$ cat src/rtl/audio_clip_player.sv
// Clip playback engine: fetches the selected clip's PCM samples from ROM, paces them at the
// audio sample rate and offers each one to the codec serializer over a valid/ready handshake.
module audio_clip_player #(
  parameter int ADDR_W  = 20,
  parameter int DATA_W  = 16,
  parameter int CLK_DIV = 1042
) (
  input  logic                     Clk,
  input  logic                     Reset_n,
  input  logic [17:0]              InputSelect,
  output logic [4:0]               Clip_Idx,
  input  logic [ADDR_W-1:0]        Clip_Base,
  input  logic [ADDR_W-1:0]        Clip_Len,
  output logic [ADDR_W-1:0]        Rom_Addr,
  input  logic signed [DATA_W-1:0] Rom_Data,
  output logic signed [DATA_W-1:0] Sample_Out,
  output logic                     Sample_Valid,
  input  logic                     Sample_Ready,
  output logic                     End_flag
);
  localparam int                DIV_W    = (CLK_DIV > 2) ? $clog2(CLK_DIV) : 1;
  localparam logic [DIV_W-1:0]  DIV_LAST = DIV_W'(CLK_DIV - 1);
  localparam logic [DIV_W-1:0]  DIV_ONE  = DIV_W'(1);
  localparam logic [ADDR_W-1:0] ADDR_ONE = ADDR_W'(1);

  typedef enum logic [2:0] {
    S_IDLE, S_FETCH, S_READ, S_PRESENT, S_PACE, S_DONE
  } state_t;

  state_t            r_state;
  logic [17:0]       r_sel;
  logic [4:0]        r_idx;
  logic [ADDR_W-1:0] r_base;
  logic [ADDR_W-1:0] r_len;
  logic [ADDR_W-1:0] r_offset;
  logic [DIV_W-1:0]  r_div;
  logic              r_pend;

  logic              w_start;
  logic              w_tick;
  logic              w_abort;
  logic              w_last;
  logic [4:0]        w_prio;
  logic [ADDR_W-1:0] w_next_off;

  function automatic logic [4:0] lowest_set(input logic [17:0] v);
    logic [4:0] idx;
    idx = '0;
    for (int i = 17; i >= 0; i--) begin
      if (v[i]) idx = 5'(i);
    end
    return idx;
  endfunction

  assign w_prio     = lowest_set(InputSelect);
  assign Clip_Idx   = (r_state == S_IDLE) ? w_prio : r_idx;
  assign w_start    = (r_state == S_IDLE) && (InputSelect != '0);
  assign w_tick     = (r_div == DIV_LAST);
  assign w_abort    = (InputSelect != r_sel);
  assign w_last     = (r_offset == r_len - ADDR_ONE);
  assign w_next_off = r_offset + ADDR_ONE;

  // Descriptor fields are plain data captured at clip start; they need no reset.
  always_ff @(posedge Clk) begin
    if (w_start) begin
      r_base <= Clip_Base;
      r_len  <= Clip_Len;
    end
  end

  always_ff @(posedge Clk) begin
    if (!Reset_n) begin
      r_state      <= S_IDLE;
      r_sel        <= '0;
      r_idx        <= '0;
      r_offset     <= '0;
      r_div        <= '0;
      r_pend       <= 1'b0;
      Rom_Addr     <= '0;
      Sample_Out   <= '0;
      Sample_Valid <= 1'b0;
      End_flag     <= 1'b0;
    end else begin
      End_flag <= 1'b0;
      r_div    <= w_tick ? '0 : r_div + DIV_ONE;
      // A tick that arrives while a sample is in flight is remembered (only one) for PACE.
      if (w_tick && (r_state != S_PACE)) r_pend <= 1'b1;

      case (r_state)
        S_IDLE: begin
          if (w_start) begin
            r_sel    <= InputSelect;
            r_idx    <= w_prio;
            r_offset <= '0;
            r_div    <= '0;
            r_pend   <= 1'b0;
            if (Clip_Len == '0) begin
              End_flag   <= 1'b1;
              Sample_Out <= '0;
              r_state    <= S_DONE;
            end else begin
              Rom_Addr <= Clip_Base;
              r_state  <= S_FETCH;
            end
          end
        end

        S_FETCH: begin
          if (w_abort) begin
            Sample_Out <= '0;
            r_state    <= S_IDLE;
          end else begin
            r_state <= S_READ;
          end
        end

        S_READ: begin
          if (w_abort) begin
            Sample_Out <= '0;
            r_state    <= S_IDLE;
          end else begin
            Sample_Out   <= Rom_Data;
            Sample_Valid <= 1'b1;
            r_state      <= S_PRESENT;
          end
        end

        S_PRESENT: begin
          // Abort waits for the handshake so an offered sample is never withdrawn.
          if (Sample_Ready) begin
            Sample_Valid <= 1'b0;
            if (w_abort) begin
              Sample_Out <= '0;
              r_state    <= S_IDLE;
            end else if (w_last) begin
              End_flag   <= 1'b1;
              Sample_Out <= '0;
              r_state    <= S_DONE;
            end else begin
              r_offset <= w_next_off;
              Rom_Addr <= r_base + w_next_off;
              r_state  <= S_PACE;
            end
          end
        end

        S_PACE: begin
          if (w_abort) begin
            Sample_Out <= '0;
            r_state    <= S_IDLE;
          end else if (w_tick || r_pend) begin
            r_pend  <= 1'b0;
            r_state <= S_FETCH;
          end
        end

        S_DONE: begin
          r_state <= S_IDLE;
        end

        default: begin
          r_state <= S_IDLE;
        end
      endcase
    end
  end

endmodule

$ cat config.mk
export PLATFORM = sky130hd
export DESIGN_NAME = audio_clip_player
export DESIGN_NICKNAME = d
export VERILOG_FILES = /design/src/rtl/audio_clip_player.sv
export SDC_FILE = /design/constraint.sdc
export NUM_CORES = 1
export LEC_CHECK = 0
export CAP_MARGIN = 15
export CORE_UTILIZATION = 49
export CTS_CLUSTER_SIZE = 28
export DETAILED_ROUTE_END_ITERATION = 6
export GPL_TIMING_DRIVEN = 0
export PLACE_DENSITY = 0.74
export RECOVER_POWER = 25
export SKIP_CTS_REPAIR_TIMING = 1
export SYNTH_ARGS = -nofsm -noshare
export SYNTH_HDL_FRONTEND = slang
export SYNTH_SLANG_ARGS = --single-unit
$ cat constraint.sdc
create_clock -name Clk -period 3.5 [get_ports Clk]
set_input_delay 1.05 -clock Clk [delete_from_list [all_inputs] [get_ports Clk]]
set_output_delay 1.05 -clock Clk [all_outputs]
set_load 0.1 [all_outputs]
==> out/results.tsv <==
metric	value	unit
share of layout cells above drive strength 1	15.08	%
Syn-to-layout area delta	32.90	%
synthesized area	7841	um2
Worst path top cell family by delay	simple AND/OR/NAND/NOR gates	
Final min period	3.558	ns
Final Hold Vio Count	0	
area occupied by multi-input gates	4750	um2
kind of critical path	in2out	
die span in y	128.5	um
RSZ-0062 raised after global routing	yes	
HPWL after detailed placement	15560	um
antenna violations before repair	0	
final WL	21920	um
met2 usage	43.97	%
worst min path class	reg2reg	
Register-to-Register Path Depth	14	
number of fill cells	1282	
hold_sp	r_idx[3]	
yosys warns	0	
syn_area_per_cell	8.693	um2
drt wl/cell	17.23	um
Critical Path Max Stage Delay	0.33	ns
clock sinks	136	
Setup crit start kind	primary input	
placed cell count	1232	
critical path's slowest cell	o31ai_1	
Pleak	0.003934	uW
initial DRC count	508	
leading area contributor after synthesis	dfxtp_1	
Final TNS setup	-0.05818	ns
number of synthesized flops with an enable pin	40	
GRT busiest layer	met2	
sequential-to-total area share from yosys stat	39.83	%
final core occ	67.55	%
switching power	1176	uW
largest cells by area after synthesis	dfxtp_1 (25%), edfxtp_1 (15%), nand2_1 (6.0%)	
Clock Skews	0.01040	ns
WP data required	2.45	ns
vias in the first global route	6853	
sw frac	27.95	%
Slew Limit Fails	0	
All-Layer GR Usage	26.05	%
largest net degree at the start of global routing	32	
PnR worst setup slack	-0.05818	ns
first-pass GRT wire length	33440	um
DRT antenna net count	0	
dpl ws	-1.333	ns
critical path depth	9	
Cell Int Power	3032	uW
Ant. Diodes	0	
VDD IR max	355.3	uV
share of the clock period used by the worst path	101.7	%
failing checks	setup timing	
Setup violations, final	1	
Gate power share	15.7	%
top cell type's share of synthesized area	24.51	%
CTS tree	built	
Worst-Skew Late Latency	0.43	ns
r2r endpoint	Rom_Addr[17]	
R2R Setup Slk	0.08	ns
Worst Setup SP	InputSelect[13]	
Layout Nets	1149	
Post-route DRC	0	
PD cells	403.9	nW/um2
fmax	281.0	MHz
Critical Path End	Clip_Idx[1]	
grt total ovfl	0	
Worst R2R Start	r_offset[0]	
Layout Cells excl Fill	1272	
CP Capture Type	output port	
# rows	45	
dominant cell by count in the synthesized netlist	nand2_1	
Sequential Power Share	41.5	%
IO Pins	120	
Post-synth top flop	dfxtp_1	
met1 usage	33.04	%
Worst Path Buf+Inv	2	
relative slew slack	31.59	%
Worst-Margin Slew	1.023	ns
H-tree Lvls	4	
ys async rst share	0	%
Synth cell types	76	
WP data arrival	2.51	ns
cells after synthesis	902	
Num CTS Buffers	17	
Starting Density	50.83	%
Storage cell area	3149	um2
die width	128.5	um
synth cell count leaders	nand2_1 (126), dfxtp_1 (96), a21oi_1 (74), nor2_1 (51), o21ai_0 (50)	
Yosys reg bits	136	
status	finished with violations	
vias per cell	5.828	
port bufs	118	
Max Root-Sink Buffers	2	
power share of the clock group	42.9	%
CTS root buffer	clkbuf_16	
met3 Track Usage GR	5.572	%
number of iterations in the first detailed-routing pass	6	
CP Cell Sequence	buf_2 > nor3_2 > nor3_2 > nor3_1 > nor3_1 > nor3_1 > o31ai_1 > nand2_1 > buf_12	
hold slack final	0.4575	ns
core area	15430	um2
post-synth net total	1003	
Crit path top cell by count	nor3_1	
GP Congestion	0.8857	
die area	16510	um2
Worst Path Max Fanout	5	
max_cap viols	0	
clock slew at reported path FFs	0.06	ns
total number of vias	7413	
layout by cell type, fill, tap and decap left out, types with 6 or more instances in the layout:
| cell | netlist | routed |
|---|---|---|
| a211oi_1 | 8 | 7 |
| a211oi_2 | 5 | 6 |
| a21o_1 | 10 | 10 |
| a21oi_1 | 74 | 74 |
| a311oi_1 | 11 | 10 |
| a311oi_2 | 5 | 6 |
| a32oi_1 | 17 | 17 |
| and2_1 | 6 | 6 |
| and3_1 | 17 | 17 |
| buf_4 | 1 | 13 |
| buf_6 | 5 | 8 |
| clkbuf_1 | 36 | 28 |
| clkbuf_16 | 0 | 18 |
| clkbuf_2 | 1 | 9 |
| clkdlybuf4s50_1 | 0 | 51 |
| dfxtp_1 | 96 | 85 |
| dfxtp_2 | 0 | 6 |
| dlygate4sd3_1 | 0 | 45 |
| dlymetal6s2s_1 | 0 | 11 |
| edfxtp_1 | 40 | 40 |
| ha_1 | 23 | 18 |
| inv_1 | 26 | 26 |
| nand2_1 | 126 | 125 |
| nand3_1 | 31 | 28 |
| nand4_1 | 6 | 6 |
| nor2_1 | 51 | 46 |
| nor3_1 | 33 | 26 |
| nor3_2 | 1 | 6 |
| nor4_1 | 25 | 19 |
| o21a_1 | 8 | 8 |
| o21ai_0 | 50 | 46 |
| o21ai_2 | 11 | 14 |
| or3_1 | 8 | 6 |
| xnor2_1 | 44 | 42 |
| xor2_1 | 36 | 36 |
worst min path at each step:
stage,depth (start not counted),to,slack (ns)
floorplan,2,r_idx[1],0.44
global placement,2,r_idx[3],0.44
detailed placement,2,r_idx[3],0.45
CTS,2,r_idx[3],0.46
global route,2,r_idx[1],0.49
finish,2,r_idx[3],0.46
state kept, by name, indices dropped and copies added, names as in the netlist:
name / cells
Rom_Addr: 20
r_offset: 20
r_sel: 18
r_div: 11
End_flag: 1
r_pend: 1
Sample_Valid: 1
r_state: 3
Sample_Out: 16
r_base: 20
r_idx: 5
r_len: 20
metrics by stage:
stage / cell area, um2 / power, uW
global placement: 9310 / 2405
detailed placement: 9330 / 2416
global route: 10420 / 4354
finish: 10420 / 4209
floorplan: 7865 / 2183
CTS: 9925 / 4205
layer usage:
layer	vias up	wire length, um	share of wire [%]
li1	3607	-	-
met1	3518	9559	44
met2	240	10640	49
met3	48	1151	5.3
met4	0	571	2.6
met5	-	0	0
area by class of cell:
cell class | count | area share [%]
inverters | 27 | 1.009
repair buffers | 131 | 12.88
multi-input cells | 692 | 45.58
clock inverters | 9 | 0.8164
clock buffers | 23 | 4.887
well taps | 211 | 2.533
plain buffers | 43 | 2.077
flip-flops and latches | 136 | 30.22
power groups by stage:
stage	clock (uW)	sequential (uW)	combinational [uW]
floorplan	0	1900	279
global placement	0	1780	625
detailed placement	0	1780	636
CTS	1820	1750	640
global route	1900	1750	703
finish	1800	1740	661
tightest hold or removal path, cell delays in order, from the launching register on:
cell and delay, ns:
dfxtp_1 0.31, nand2_1 0.05, a21oi_1 0.05
cells by family (layout without fill, tap and decap cells):
family,Yosys count,count (layout),synth area share (%)
multiplexers,1,1,0.1277
XOR/XNOR,80,80,8.936
flip-flops,136,136,39.83
AND/OR/NAND/NOR,343,343,21.78
AO/OA/AOI/OAI,243,243,21.16
buffers and inverters,74,233,4.117
adder cells (fa/ha/maj),25,25,4.053
No activity file was read; power rests on OpenSTA's default activity.
